### src/rtl/tx_comando.sv
// tx_comando: UART transmitter feeding the command receiver.
// Accepts command bytes on a valid/ready handshake, buffers them and sends
// each as start + 8 data bits (LSB first) + stop, followed by an idle-high
// guard gap so the receiver can execute the command before the next frame.
//
// Build option TX_FIFO_EN: when defined the buffer is a 4-entry circular
// FIFO; when undefined it is a single holding register (nivel is 0 or 1).
//
// Handshake: a byte is transferred on a rising edge where valido && pronto.
// valido while pronto is low is ignored; the byte is dropped silently.
module tx_comando #(
    parameter int CLKS_POR_BIT = 2,
    parameter int GUARDA       = 4
) (
    input  logic       clock,
    input  logic       reset,
    input  logic [7:0] dado,
    input  logic       valido,
    output logic       pronto,
    output logic       serial,
    output logic       ocupado,
    output logic [2:0] nivel,
    output logic [2:0] estado
);

    localparam int CW = (CLKS_POR_BIT > 1) ? $clog2(CLKS_POR_BIT) : 1;
    localparam int GW = (GUARDA > 0) ? $clog2(GUARDA + 1) : 1;
    localparam logic [CW-1:0] CNT_MAX = CW'(CLKS_POR_BIT - 1);
    localparam logic [GW-1:0] GRD_MAX = GW'((GUARDA > 0) ? GUARDA - 1 : 0);

    typedef enum logic [2:0] {
        ST_OCIOSO = 3'd0,
        ST_START  = 3'd1,
        ST_DADOS  = 3'd2,
        ST_STOP   = 3'd3,
        ST_GUARDA = 3'd4
    } estado_t;

    estado_t        state_q, state_d;
    logic [CW-1:0]  ccnt_q, ccnt_d;
    logic [2:0]     bidx_q, bidx_d;
    logic [7:0]     shift_q, shift_d;
    logic [GW-1:0]  gcnt_q, gcnt_d;
    logic           serial_d;
    logic           ocupado_d;
    logic           bit_fim;

    logic           wr_en;
    logic           pop;
    logic [7:0]     head;

    assign wr_en  = valido && pronto;
    // The buffer head is consumed on the edge the FSM leaves OCIOSO.
    assign pop    = (state_q == ST_OCIOSO) && (nivel != 3'd0);
    assign estado = state_q;

`ifdef TX_FIFO_EN
    logic [7:0] mem [4];
    logic [1:0] wp;
    logic [1:0] rp;
    logic [2:0] cnt;

    // FIFO storage: data only, no reset needed
    always_ff @(posedge clock) begin
        if (wr_en) begin
            mem[wp] <= dado;
        end
    end

    // FIFO pointers and occupancy; write and pop on one edge leave cnt unchanged
    always_ff @(posedge clock or posedge reset) begin
        if (reset) begin
            wp  <= 2'd0;
            rp  <= 2'd0;
            cnt <= 3'd0;
        end else begin
            if (wr_en) wp <= wp + 2'd1;
            if (pop)   rp <= rp + 2'd1;
            case ({wr_en, pop})
                2'b10:   cnt <= cnt + 3'd1;
                2'b01:   cnt <= cnt - 3'd1;
                default: cnt <= cnt;
            endcase
        end
    end

    assign head   = mem[rp];
    assign nivel  = cnt;
    assign pronto = (cnt != 3'd4);
`else
    logic [7:0] hold;
    logic       cheio;

    // Single holding register; write needs it empty and pop needs it full,
    // so the two can never coincide
    always_ff @(posedge clock or posedge reset) begin
        if (reset) begin
            hold  <= 8'h00;
            cheio <= 1'b0;
        end else if (wr_en) begin
            hold  <= dado;
            cheio <= 1'b1;
        end else if (pop) begin
            cheio <= 1'b0;
        end
    end

    assign head   = hold;
    assign nivel  = {2'b00, cheio};
    assign pronto = !cheio;
`endif

    // State register: FSM, counters, shift register and registered outputs
    always_ff @(posedge clock or posedge reset) begin
        if (reset) begin
            state_q <= ST_OCIOSO;
            ccnt_q  <= '0;
            bidx_q  <= 3'd0;
            shift_q <= 8'h00;
            gcnt_q  <= '0;
            serial  <= 1'b1;
            ocupado <= 1'b0;
        end else begin
            state_q <= state_d;
            ccnt_q  <= ccnt_d;
            bidx_q  <= bidx_d;
            shift_q <= shift_d;
            gcnt_q  <= gcnt_d;
            serial  <= serial_d;
            ocupado <= ocupado_d;
        end
    end

    // Next-state logic: frame sequencing and bit/guard timing
    always_comb begin
        state_d = state_q;
        ccnt_d  = ccnt_q;
        bidx_d  = bidx_q;
        shift_d = shift_q;
        gcnt_d  = gcnt_q;
        bit_fim = (ccnt_q == CNT_MAX);
        case (state_q)
            ST_OCIOSO: begin
                if (pop) begin
                    shift_d = head;
                    ccnt_d  = '0;
                    bidx_d  = 3'd0;
                    gcnt_d  = '0;
                    state_d = ST_START;
                end
            end
            ST_START: begin
                if (bit_fim) begin
                    ccnt_d  = '0;
                    state_d = ST_DADOS;
                end else begin
                    ccnt_d = ccnt_q + CW'(1);
                end
            end
            ST_DADOS: begin
                if (bit_fim) begin
                    ccnt_d = '0;
                    if (bidx_q == 3'd7) begin
                        state_d = ST_STOP;
                    end else begin
                        bidx_d  = bidx_q + 3'd1;
                        shift_d = {1'b0, shift_q[7:1]};
                    end
                end else begin
                    ccnt_d = ccnt_q + CW'(1);
                end
            end
            ST_STOP: begin
                if (bit_fim) begin
                    ccnt_d  = '0;
                    gcnt_d  = '0;
                    state_d = (GUARDA > 0) ? ST_GUARDA : ST_OCIOSO;
                end else begin
                    ccnt_d = ccnt_q + CW'(1);
                end
            end
            ST_GUARDA: begin
                if (gcnt_q == GRD_MAX) begin
                    state_d = ST_OCIOSO;
                end else begin
                    gcnt_d = gcnt_q + GW'(1);
                end
            end
            default: state_d = ST_OCIOSO;
        endcase
    end

    // Output logic: line level and busy flag computed for the upcoming state
    always_comb begin
        case (state_d)
            ST_START: serial_d = 1'b0;
            ST_DADOS: serial_d = shift_d[0];
            default:  serial_d = 1'b1;
        endcase
        // Uses the current buffer level so a byte accepted this edge only
        // raises ocupado one edge later, together with the pop.
        ocupado_d = (state_d != ST_OCIOSO) || (nivel != 3'd0);
    end

endmodule

### config.mk
export PLATFORM = sky130hd
export DESIGN_NAME = tx_comando
export DESIGN_NICKNAME = d
export VERILOG_FILES = /design/src/rtl/tx_comando.sv
export SDC_FILE = /design/constraint.sdc
export NUM_CORES = 1
export LEC_CHECK = 0
export CORE_MARGIN = 4
export CORE_UTILIZATION = 45
export DETAILED_ROUTE_END_ITERATION = 12
export GPL_ROUTABILITY_DRIVEN = 0
export GPL_TIMING_DRIVEN = 0
export PLACE_DENSITY = 0.65
export SYNTH_ARGS = -nofsm -noshare
export SYNTH_HDL_FRONTEND = slang
export SYNTH_SLANG_ARGS = --single-unit
### constraint.sdc
create_clock -name clock -period 3 [get_ports clock]
set_clock_uncertainty 0.05 [all_clocks]
set_input_delay 0.6 -clock clock [delete_from_list [all_inputs] [get_ports clock]]
set_output_delay 0.6 -clock clock [all_outputs]
set_load 0.05 [all_outputs]
Yosys cells after proc, flatten, opt, wreduce, memory -nomap -nowiden
Cells that the tools add are included.

Multiply operators: 0. Divide/modulo/power cells: 0. Shifts and indexed selects: 0. Bitwise operators: 0. Muxes and demuxes: 23. Reductions and logical operators: 14. Add/subtract/negate cells: 3. Equality and inequality tests: 13. Order comparisons: 0.

Operators with widths (number): $mux 3 (11); $mux 8 (3); $pmux 8 s2 (1); $pmux 3 s5 (1); $eq 3x2->1 const B (4); $ne 2x2->1 const B (5); $pmux 3 s3 (1); $reduce_and 4->1 (2); $add 3x1->3 const B (2); $eq 3x1->1 const B (2); $eq 3x3->1 const B (2); $pmux 3 s2 (1); $reduce_bool 2->1 (3); $reduce_bool 3->1 (2); $pmux 1 s2 (2); $logic_not 3->1 (1); $mux 1 (3); $reduce_or 3->1 (1); $logic_and 1x1->1 (2); $reduce_and 2->1 (1); $add 1x1->1 const B (1); $logic_not 1->1 (1); $logic_or 1x1->1 (1).

Bits in read-only memories: 0. Register bits: 29. Bits of input ports: 11. Latch bits: 0. Memories kept: 0. Memory bits (writable): 0.

Depth between registers and ports, before layout
Depth after elaboration: 6. Depth in mapped cells: 5. Depth with buffers taken out: 5.

Worst setup path before layout
OpenSTA, ideal clock, no wires.

Kind: flip-flop to flip-flop. From: register state_q[0] (netlist: estado[0]). To: register shift_q[1]. Arrival: 1536 ps. Slack: 1288 ps. Period minus slack after synthesis: 1712 ps. Setup time: 126 ps. Stages on the path, launching flop included: 4. Path buffers: 0. Cell sequence: dfrtp_1 -> nor4b_4 -> a21oi_2 -> a221o_1.

Cells in the longest elaborated chain, start to end: 4.

Ends and longest elaborated chain: from (decl) (line 39) `estado_t state_q, state_d;`; from (signal assigned) (line 124) `state_q <= state_d;`; $logic_not 3->1 (line 54, 142); $logic_and 1x1->1 (line 54) `assign pop = (state_q == ST_OCIOSO) && (nivel != 3'd0);`; $ne 2x2->1 (no source line); $reduce_and 4->1 (no source line); to (signal assigned) (line 127) `shift_q <= shift_d;`; to (decl) (line 42) `logic [7:0] shift_q, shift_d;`.

Several ways; a longest one is shown, not always the timed one. A chain may end at the register's enable or synchronous reset.

Worst setup path after layout
From: register state_q[0] (netlist: estado[0]). To: output port estado[0].

RTL lines: to (decl) (line 23) `output logic [2:0] estado`.

No word-level cell between the ends.

==> impl_results.md <==
* Synth top area cells: dfrtp_1 (50%), mux2_2 (8.0%), a221o_1 (4.3%), ha_1 (3.6%), and2_1 (2.7%)
* Initial DRC Count at 37
* Worst EP arrival at 1800 ps
* Finished Core Util at 55.9%
* # setup viols final at 0
* Slew Limit Fails at 0
* Tcrit/Tclk final at around four fifths
* Synth async-reset ratio at 100%
* CP Launch Type: flop
* Nets at 160
* Clock transition at the registers of the reported paths at approximately 110 ps
* Avg Synthesized Cell Area at between 10 and 15 µm²
* Post-CTS Resized at 0
* Count of input and output buffers at 17
* Largest net degree at the start of global routing at 30
* Fin crit period at 2450 ps
* Antenna Diode Count at 0
* Num CTS Buffers at 5
* Vias in the first global route at between 900 and 1000
* Row count at 20
* DRT Pass-1 Iters at 4
* Worst path cell trace: clkdlybuf4s50_1
* Final hold viol count at 0
* Largest delay share family, worst path: buffers and inverters
* Combinational fraction of design power at about half
* Max-cap check violation count at 0
* Sequential area share after synthesis at 51.6%
* CP peak stage delay at around 880 ps
* Fraction of layout cells with a size suffix above 1 at about 23%
* CTS sink cnt at 29
* Max Fanout on Critical Path at 8
* Post-Syn Area at around 1400 µm²
* Filler cell count at 285
* Cell count after synthesis at 120
* Status: finished, final reports clean
* Power per Cell Area at between 1000 and 1500 nW/µm²
* Worst Path Buf+Inv at 1
* Via count at 987
* I/O pins at 20
* EDFF count, synth at 0
* Post-CTS setup buffers at 0
* Clock Root Buffer: clkbuf_4
* Wire length per cell at roughly 14 µm
* CTS Buffer Depth at 2
* R2R setup slack at about 1100 ps
* Vias per Instance at about 5.2
* Syn. warnings at 0
* WP data required at between 2000 and 2500 ps
* Worst hold path type: flop to flop
* Critical path class: flop to output pin
* Leak Pwr at approximately 0.77 nW
* Clk network pwr share at roughly an eighth
* Share of the synthesized area in the top cell type at between 40% and 50%
* Number of synthesized register bits at 29
* Die width at 64.0 µm
* Worst vdd ir at ~0.53 mV
* Netlist cell types at 37
* Internal power at between 1 and 1.5 mW
* Die Height at 64.0 µm
* Switching Power at just under 0.8 mW
* Initial antenna violation count at 0
* Final ANT Viol Nets at 0
* RSZ-0062 raised after global routing: false
* Count leader, synth: dfrtp_1
* Full die area at around 4100 µm²
* Setup TNS at 0 ps
* Core Footprint at around 3000 µm²
* Slew headroom at roughly 28%
* Global-route wire length before repair at roughly 4400 µm
* GR Overflow Total at 0
* Worst-Skew Late Latency at roughly 340 ps
* Top FF cell, synth: dfrtp_1
* Max Fclk at 0.407 GHz
* Slew @ Worst Pin at around 1100 ps
* Sequential share of power at a little under two fifths
* Switching part of the total power at 41.5%
* CTS tree: yes
* Detailed placement HPWL at around 1800 µm
* Hold Buf Count CTS at 0
* Cell taking the most area after synthesis: dfrtp_1
* CP Capture Type: output pin
* Commonest cells in the netlist: dfrtp_1 (28), mux2_2 (10), inv_1 (7), nand2_1 (7)
* Slowest-stage cell, CP: clkdlybuf4s50_1
* Drt total wl at 2560 µm
* Starting Density at around 47%
* # DRC at 0
* CTS H-tree lvls at 2
* GRT Overall Usage at 13.8%
* Area grow syn2layout at 20.2%
[cells in the final DEF, fill, tap and decap left out, drive strengths merged, types with 2 or more instances in the layout]
cell type / count
clkdlybuf4s50: 17
o211ai: 3
clkbuf: 7
nor3: 2
nand2: 7
ha: 4
o31ai: 2
buf: 9
o21ai: 4
nor2b: 2
nand2b: 2
mux2: 10
dfrtp: 28
a221o: 6
a21oi: 2
and2: 6
a22o: 2
conb: 2
nor4b: 2
nor2: 5
or2: 2
inv: 7
[per-stage QoR]
step | setup slack (ps) | power (mW) | std cells | cell area (µm²) | hold WS [ps]
global route | 524 | 2.00 | 189 | 1690 | 475
detailed placement | 934 | 1.63 | 182 | 1640 | 432
finish | 545 | 1.87 | 189 | 1690 | 445
global placement | 954 | 1.60 | 182 | 1640 | 418
CTS | 572 | 1.88 | 189 | 1690 | 452
floorplan | 1290 | 1.39 | 121 | 1410 | 396
[routing by layer]
metal	part of all wire [%]	track usage, %	vias to the layer above
met1	46	17.4	480
met2	48	21.2	24
met5	0	0	-
met4	1.9	5.93	0
li1	-	-	476
met3	4.1	4.92	7
[final timing paths]
check | start | to | cells after the start
max | estado[0]$_DFF_PP0_ | estado[0] | 1
min | head[7]$_DFFE_PP0P_ | shift_q[7]$_DFFE_PP0P_ | 2
max reg2reg | bidx_q[1]$_DFFE_PP0P_ | bidx_q[2]$_DFFE_PP0P_ | 5
min reg2reg | head[7]$_DFFE_PP0P_ | shift_q[7]$_DFFE_PP0P_ | 2
max in group asynchronous | reset | shift_q[3]$_DFFE_PP0P_ | 2
min in group asynchronous | reset | ocupado$_DFF_PP0_ | 2
[layout make-up]
type                    count  area [µm²]  area share (%)
plain buffers               9        55.1            3.25
well taps                  44        55.1            3.25
repair buffers             17         170            10.1
clock buffers               7        55.1            3.25
inverters                   7        26.3            1.55
multi-input cells          76         604            35.7
flip-flops and latches     29         727            42.9
[power by group through the flow]
stage          clock network (mW)  logic [mW]  registers, mW
3_5_place_dp                    0       0.936          0.699
6_report                    0.244       0.935          0.690
4_1_cts                     0.249       0.940          0.689
3_3_place_gp                    0       0.913          0.691
5_1_grt                     0.266        1.02          0.713
2_1_floorplan                   0       0.605          0.784
[flip-flops by register name, indices dropped and copies added, names as in the netlist]
register / count
estado: 3
bidx_q: 3
cheio: 1
ocupado: 1
bit_fim: 1
head: 8
serial: 1
gcnt_q: 3
shift_q: 8
[cell families after synthesis]
family	synth area share [%]
xor gates and xnor gates	0.622
muxes	8.70
and+or+nand+nor	16.2
other	0.266
DFF	51.6
AOI/OAI and AO/OA	13.3
adders and majority gates	3.55
buffers and inverters	5.77
Power figures use the tool's default switching activity.
